==> src/rtl/bias_stream_mem.sv <==
// Bias word store with a host read/write port and a streaming replay engine
// that emits entries 0..cnt-1 for a programmable number of passes.
module bias_stream_mem #(
    parameter int WIDTH = 32,
    parameter int DEPTH = 4,
    parameter int AW    = $clog2(DEPTH),
    parameter int REP_W = 8
) (
    input  logic             clk,
    input  logic             reset,
    input  logic             wr_en,
    input  logic [AW-1:0]    wr_addr,
    input  logic [WIDTH-1:0] wr_data,
    input  logic             rd_en,
    input  logic [AW-1:0]    rd_addr,
    output logic [WIDTH-1:0] rd_data,
    output logic             rd_valid,
    input  logic             start,
    input  logic [AW:0]      count,
    input  logic [REP_W-1:0] repeats,
    output logic             busy,
    output logic             done,
    output logic [WIDTH-1:0] out_data,
    output logic             out_valid,
    input  logic             out_ready,
    output logic             out_last
);

    // Stream port: a beat transfers on a clock edge where out_valid && out_ready;
    // while out_valid=1 and out_ready=0 the data, valid and last are held.
    typedef enum logic [1:0] {IDLE, STREAM, FINISH} state_t;

    state_t            state;
    logic [WIDTH-1:0]  mem [DEPTH];
    logic [AW:0]       cnt;
    logic [REP_W-1:0]  rep;
    logic [REP_W-1:0]  pass;
    logic [AW-1:0]     addr;
    logic              final_loaded;

    logic [AW:0]       cnt_in;
    logic [REP_W-1:0]  rep_in;
    logic              at_end;
    logic              wr_ok;
    logic              rd_ok;

    always_comb begin
        cnt_in = (count > (AW+1)'(DEPTH)) ? (AW+1)'(DEPTH) : count;
        rep_in = (repeats == '0) ? REP_W'(1) : repeats;
        at_end = ({1'b0, addr} == (cnt - (AW+1)'(1)));
        wr_ok  = ({1'b0, wr_addr} < (AW+1)'(DEPTH));
        rd_ok  = ({1'b0, rd_addr} < (AW+1)'(DEPTH));
    end

    always_ff @(posedge clk) begin
        if (reset) begin
            state        <= IDLE;
            cnt          <= '0;
            rep          <= '0;
            pass         <= '0;
            addr         <= '0;
            final_loaded <= 1'b0;
            rd_data      <= '0;
            rd_valid     <= 1'b0;
            busy         <= 1'b0;
            done         <= 1'b0;
            out_data     <= '0;
            out_valid    <= 1'b0;
            out_last     <= 1'b0;
            for (int i = 0; i < DEPTH; i++) mem[i] <= '0;
        end else begin
            if (wr_en && wr_ok) mem[wr_addr] <= wr_data;
            rd_valid <= rd_en;
            if (rd_en) rd_data <= rd_ok ? mem[rd_addr] : '0;

            case (state)
                IDLE: begin
                    done <= 1'b0;
                    if (start) begin
                        cnt  <= cnt_in;
                        rep  <= rep_in;
                        busy <= 1'b1;
                        if (cnt_in == '0) begin
                            addr         <= '0;
                            pass         <= '0;
                            final_loaded <= 1'b0;
                            state        <= FINISH;
                        end else begin
                            // Entry 0 is loaded on the start edge so the first beat
                            // is valid in the very next cycle.
                            out_data     <= mem[0];
                            out_valid    <= 1'b1;
                            out_last     <= (cnt_in == (AW+1)'(1));
                            final_loaded <= (cnt_in == (AW+1)'(1)) && (rep_in == REP_W'(1));
                            if (cnt_in == (AW+1)'(1)) begin
                                addr <= '0;
                                pass <= REP_W'(1);
                            end else begin
                                addr <= AW'(1);
                                pass <= '0;
                            end
                            state <= STREAM;
                        end
                    end
                end
                STREAM: begin
                    if (out_valid && out_ready && final_loaded) begin
                        out_valid <= 1'b0;
                        out_last  <= 1'b0;
                        busy      <= 1'b0;
                        done      <= 1'b1;
                        state     <= FINISH;
                    end else if ((!out_valid || out_ready) && !final_loaded) begin
                        out_data     <= mem[addr];
                        out_valid    <= 1'b1;
                        out_last     <= at_end;
                        final_loaded <= at_end && (pass == (rep - REP_W'(1)));
                        if (at_end) begin
                            addr <= '0;
                            pass <= pass + REP_W'(1);
                        end else begin
                            addr <= addr + AW'(1);
                        end
                    end
                end
                FINISH: begin
                    // An empty run arrives with done still low and spends one
                    // extra cycle here raising it.
                    if (done) begin
                        done  <= 1'b0;
                        state <= IDLE;
                    end else begin
                        done <= 1'b1;
                        busy <= 1'b0;
                    end
                end
                default: state <= IDLE;
            endcase
        end
    end

endmodule

==> config.mk <==
export PLATFORM = sky130hd
export DESIGN_NAME = bias_stream_mem
export DESIGN_NICKNAME = d
export VERILOG_FILES = /design/src/rtl/bias_stream_mem.sv
export SDC_FILE = /design/constraint.sdc
export NUM_CORES = 1
export LEC_CHECK = 0
export CORE_ASPECT_RATIO = 0.7
export CORE_MARGIN = 2
export CORE_UTILIZATION = 30
export DETAILED_ROUTE_END_ITERATION = 8
export SLEW_MARGIN = 0
export SYNTH_ARGS = -nofsm -noshare
export SYNTH_HDL_FRONTEND = slang
export SYNTH_SLANG_ARGS = --single-unit
==> constraint.sdc <==
create_clock -name clk -period 3 [get_ports clk]
set_clock_uncertainty 0.05 [all_clocks]
set_input_delay 0.75 -clock clk [delete_from_list [all_inputs] [get_ports clk]]
set_output_delay 0.75 -clock clk [all_outputs]
set_load 0.02 [all_outputs]
**Yosys cells after proc, flatten, opt, wreduce, memory -nomap -nowiden**

Memory sizes are Yosys's and may differ from the RTL's. A register that Yosys moved wholly into a read port is not among the register bits.
Index checks and enable logic that the tools add are counted.

- Word-level logic and storage cells: 113
- Bits in registers: 61
- Output and inout bits: 69
- Bits of input ports: 53
- Memories kept: 1
- Bits in writable memories: 128

Memory list:

| name | depth | width | rd ports | clocked after Yosys merged registers in | wr ports | RTL line | source |
|---|---|---|---|---|---|---|---|
| mem | 4 | 32 | 3 | 2 | 4 | 34 | `logic [WIDTH-1:0] mem [DEPTH];` |

- Mux-type cells: 58
- Equal/unequal tests: 15
- Reductions and logical operators: 22
- $add $sub $neg: 4
- Order comparisons: 1

Operators with widths:

| cell | number |
|---|---|
| $mux W32 | 5 |
| $pmux W32 S2 | 1 |
| $mux W8 | 5 |
| $reduce_or A32 Y1 | 1 |
| $mux W1 | 27 |
| $mux W2 | 11 |
| $ne A2 B2 Y1 const B | 8 |
| $pmux W8 S2 | 1 |
| $reduce_and A4 Y1 | 3 |
| $reduce_and A5 Y1 | 2 |
| $add A8 B1 Y8 const B | 1 |
| $eq A8 B1 Y1 const B | 1 |
| $eq A8 B8 Y1 | 1 |
| $logic_not A8 Y1 | 1 |
| $sub A8 B1 Y8 const B | 1 |
| $pmux W1 S2 | 3 |
| $pmux W1 S3 | 2 |
| $pmux W2 S3 | 1 |
| $logic_and A1 B1 Y1 | 5 |
| $pmux W2 S2 | 1 |
| $reduce_and A2 Y1 | 2 |
| $eq A2 B3 Y1 | 1 |
| $eq A3 B1 Y1 const B | 1 |
| $gt A3 B3 Y1 const B | 1 |
| 13 further kinds | 14 |

**Logic depth before layout (Yosys ltp)**

- Depth after elaboration: 9
- Gate-level depth with buffers: 9
- Mapped depth without buffers: 7

**Worst setup path after synthesis**

No wires, ideal clock.

- Path type: input to register
- Start: input wr_addr[1]
- End: memory mem[2][0] (enable)
- Library setup time: 0.428 ns
- Path buffers: 0
- Data arrival time: 2.313 ns
- Setup slack: 0.209 ns
- Cell stages on the path: 2
- Data required time: 2.522 ns
- Cells stage by stage: nand2_1 > o21bai_1

RTL lines:

| item | RTL line | source |
|---|---|---|
| start: declaration | 12 | `input logic [AW-1:0] wr_addr,` |
| end: declaration | 34 |  |

**Final worst setup path**

- Start: register state[1]
- End: register out_last

- Word-level cells in the longest chain between the ends: 3
- Elaborated cells on any way between the ends: 8
- Those cells by class: 4 x eq/ne; 1 x mux; 3 x reduce/logical

RTL lines:

| item | RTL line | source |
|---|---|---|
| start: declaration | 33 | `state_t state;` |
| start signal: assignment | 57 | `state <= IDLE;` |
| start signal: assignment | 87 | `state <= FINISH;` |
| start signal: assignment | 102 | `state <= STREAM;` |
| $eq A2 B1 Y1 / $logic_not A2 Y1 (equally long branches) | 76 | `case (state)` |
| $ne A3 B3 Y1 (no source line) (tied with other cells) | n/a |  |
| $reduce_and A4 Y1 (no source line) | n/a |  |
| end signal: assignment | 93 | `out_last <= (cnt_in == (AW+1)'(1));` |
| end signal: assignment | 116 | `out_last <= at_end;` |
| end: declaration | 26 | `output logic out_last` |

Parallel ways exist; a longest one is shown, timed or not.
A chain may end at the register's enable or synchronous reset.

==> impl_results.md <==
- Sink Count: 223
- Nets: 1079
- CP arrival: 2.92 ns
- Compound-cell area share of the yosys netlist: 8.88%
- CTS Buffer Depth: 3
- Final hold violations: 0
- Least-Margin Pin Slew: 0.919 ns
- I/O Pins: 122
- Via count: 7392
- PortBufs: 121
- Clk pin slew, worst setup/hold paths: 0.06 ns
- Setup Crit Path Kind: flip-flop to flip-flop
- Layout cells sized above 1: 11.2%
- EDFF count, synth: 128
- Adder-cell share of the synthesized area: 0.859%
- Final min period: 2.51 ns
- CTS tree: built
- Routed wire length: 28700 um
- Synth Cell Area: 10200 um2
- Status: complete, no violations
- Post-Syn Instances: 908
- Ys flop type: edfxtp_1
- Area Overhead vs Synth: 25.5%
- Cts-stage hold buffer count: 0
- Pins Over Slew Limit: 0
- Post-route antenna net violation count: 0
- Number of synthesis warnings: 0
- Placement row count: 56
- CTS resizes: 0
- PwrDens: 764 nW/um2
- Clock Latency Late Sink: 0.54 ns
- Seq cells post-synth: 223
- Worst Setup End Kind: flip-flop
- GP Congestion: 0.785
- CTS H-tree depth: 1
- Count leader, synth: and2_1
- Max-slew headroom: 38.5%
- Post-CTS Repair Setup Buffers: 0
- Post-synth ARST share: 0%
- Overall power: 9.79 mW
- Antenna violations before repair: 1
- Mux share of post-synthesis cell area: 10.9%
- Dominant cells by area after synthesis: edfxtp_1 38%, dfxtp_1 19%, and2_1 8.0%
- DP HPWL: 18200 um
- Largest net degree at the start of global routing: 67
- Vias in the first global route: 7379
- Max IR drop VDD: 0.456 mV
- RSZ-0062 raised after global routing: no
- DRT iter0 DRCs: 561
- Post-Syn Area per Cell: 11.2 um2
- Largest family of logic cells by synthesized area: simple AND/OR/NAND/NOR gates
- HP Class: flip-flop to flip-flop
- Worst EP required: 3.41 ns
- Post-Syn Nets: 968
- Post-Synth Simple-Gate Area: 19.1%
- Tot GR Track Use: 16.4%
- Die H: 158 um
- Largest fanout on the critical path: 9
- Leading area contributor after synthesis: edfxtp_1
- Register area share after synthesis: 56.3%
- Routed vias/inst: 5.02
- GRT Residual Overflow: 0
- Die area: 35500 um2
- Post-route DRC violation count: 0
- Area of the core: 33500 um2
- Share of the synthesized area in the top cell type: 37.7%
- First-pass GRT wire length: 44600 um
- CTS root buffer: clkbuf_16
- F_max: 399 MHz
- Max Cap Violations: 0
- Pre-antenna DRT Iters: 5
- Routed WL per cell: 19.5 um
- Setup TNS: 0 ns
- Crit path launch type: flip-flop
- Num CTS Buffers: 24
- # setup viols final: 0
- Effective utilization at floorplan: 30.5%
- Synth unique cells: 49
- Final cycle utilization of the critical path: 83.6%
- Die X: 224 um
- Post-synth top cells: 131 x and2_1, 128 x edfxtp_1, 113 x nand2_1
- Post-Synth XOR/XNOR Area: 1.29%
- Static leakage: 4.68 nW
[report_power, final]
part / internal, mW / switching [mW] / total (mW) / leakage [nW]
registers: 3.65 / 0.320 / 3.97 / 2.03
clock network: 1.67 / 1.26 / 2.93 / 0.380
logic: 1.16 / 1.72 / 2.89 / 2.27
total: 6.48 / 3.31 / 9.79 / 4.68
[sequential cells by signal, indices dropped and copies added, names as in the netlist, 2 cells and up, named ones only]
register / flops
addr: 2
cnt: 3
mem: 128
out_data: 32
pass: 8
rd_data: 32
rep: 8
state: 2
[layer usage]
metal	track usage, %	up-vias	share of wire, %
met1	23.8	3642	48
met3	2.99	38	6.1
li1	-	3471	-
met2	25.5	241	44
met5	0	-	0
met4	3.60	0	1.9
[logic make-up (layout without fill, tap and decap cells)]
kind of cell	count (synthesis)	count (layout)
xor+xnor	15	15
buf+inv	70	199
simple gates	379	379
mux	71	71
other cells	0	1
fa+ha+maj	7	7
flops	223	223
compound gates	143	143
[cell usage in the layout, fill, tap and decap left out, types with 4 or more instances in the layout]
cell,netlist,final
xnor2_1,7,7
nor3_1,10,9
ha_1,7,7
a211oi_1,6,6
a221oi_1,29,29
clkinv_2,0,4
nor2b_1,35,34
a21oi_1,52,52
buf_4,0,17
mux2i_1,38,38
clkbuf_16,0,24
nor2_1,53,53
nand2_1,113,113
dfxtp_1,95,94
clkbuf_1,50,6
buf_12,0,8
clkbuf_8,0,4
nand3_1,8,7
edfxtp_1,128,128
clkdlybuf4s50_1,0,117
xor2_1,8,8
inv_1,8,8
mux4_2,32,32
o21ai_0,38,37
and2_1,131,131
and3_1,7,6
or3_1,5,5
[final cells by class]
| type | instances | area [um2] |
|---|---|---|
| clock buffer | 34 | 678 |
| antenna | 1 | 2.50 |
| sequential | 223 | 5750 |
| tap | 435 | 544 |
| timing repair buffer | 145 | 1470 |
| fill | 3285 | 20700 |
| clock inverter | 10 | 88.8 |
| inverter | 10 | 37.5 |
| multi-input combinational | 615 | 4230 |
[through the flow]
stage	util [%]	hold WS (ns)	setup slack, ns	instance area [um2]	cells
after floorplan	-	0.398	0.209	10200	908
after global placement	35.9	0.394	0.155	12000	1428
after detailed placement	35.9	0.397	0.0787	12000	1428
after CTS	38.2	0.406	0.546	12800	1472
after global routing	38.2	0.417	0.278	12800	1473
final	38.2	0.406	0.492	12800	1473
[critical path, stage by stage, from the launching register on]
cell and delay [ns]:
dfxtp_1 0.34, inv_1 0.08, ha_1 0.44, clkinv_1 0.48, a31oi_1 0.49, o21ai_0 0.12, or2_2 0.30, a21oi_1 0.13
[worst paths after layout]
path / end / start / slack (ns) / cells past startpoint
worst max-delay path: out_last / state[1] / 0.49 / 7
worst min-delay path: out_data[10] / out_data[10] / 0.41 / 2
worst max register to register: out_last / state[1] / 0.49 / 7
worst min register to register: out_data[10] / out_data[10] / 0.41 / 2
(Power assumes the default switching activity.)
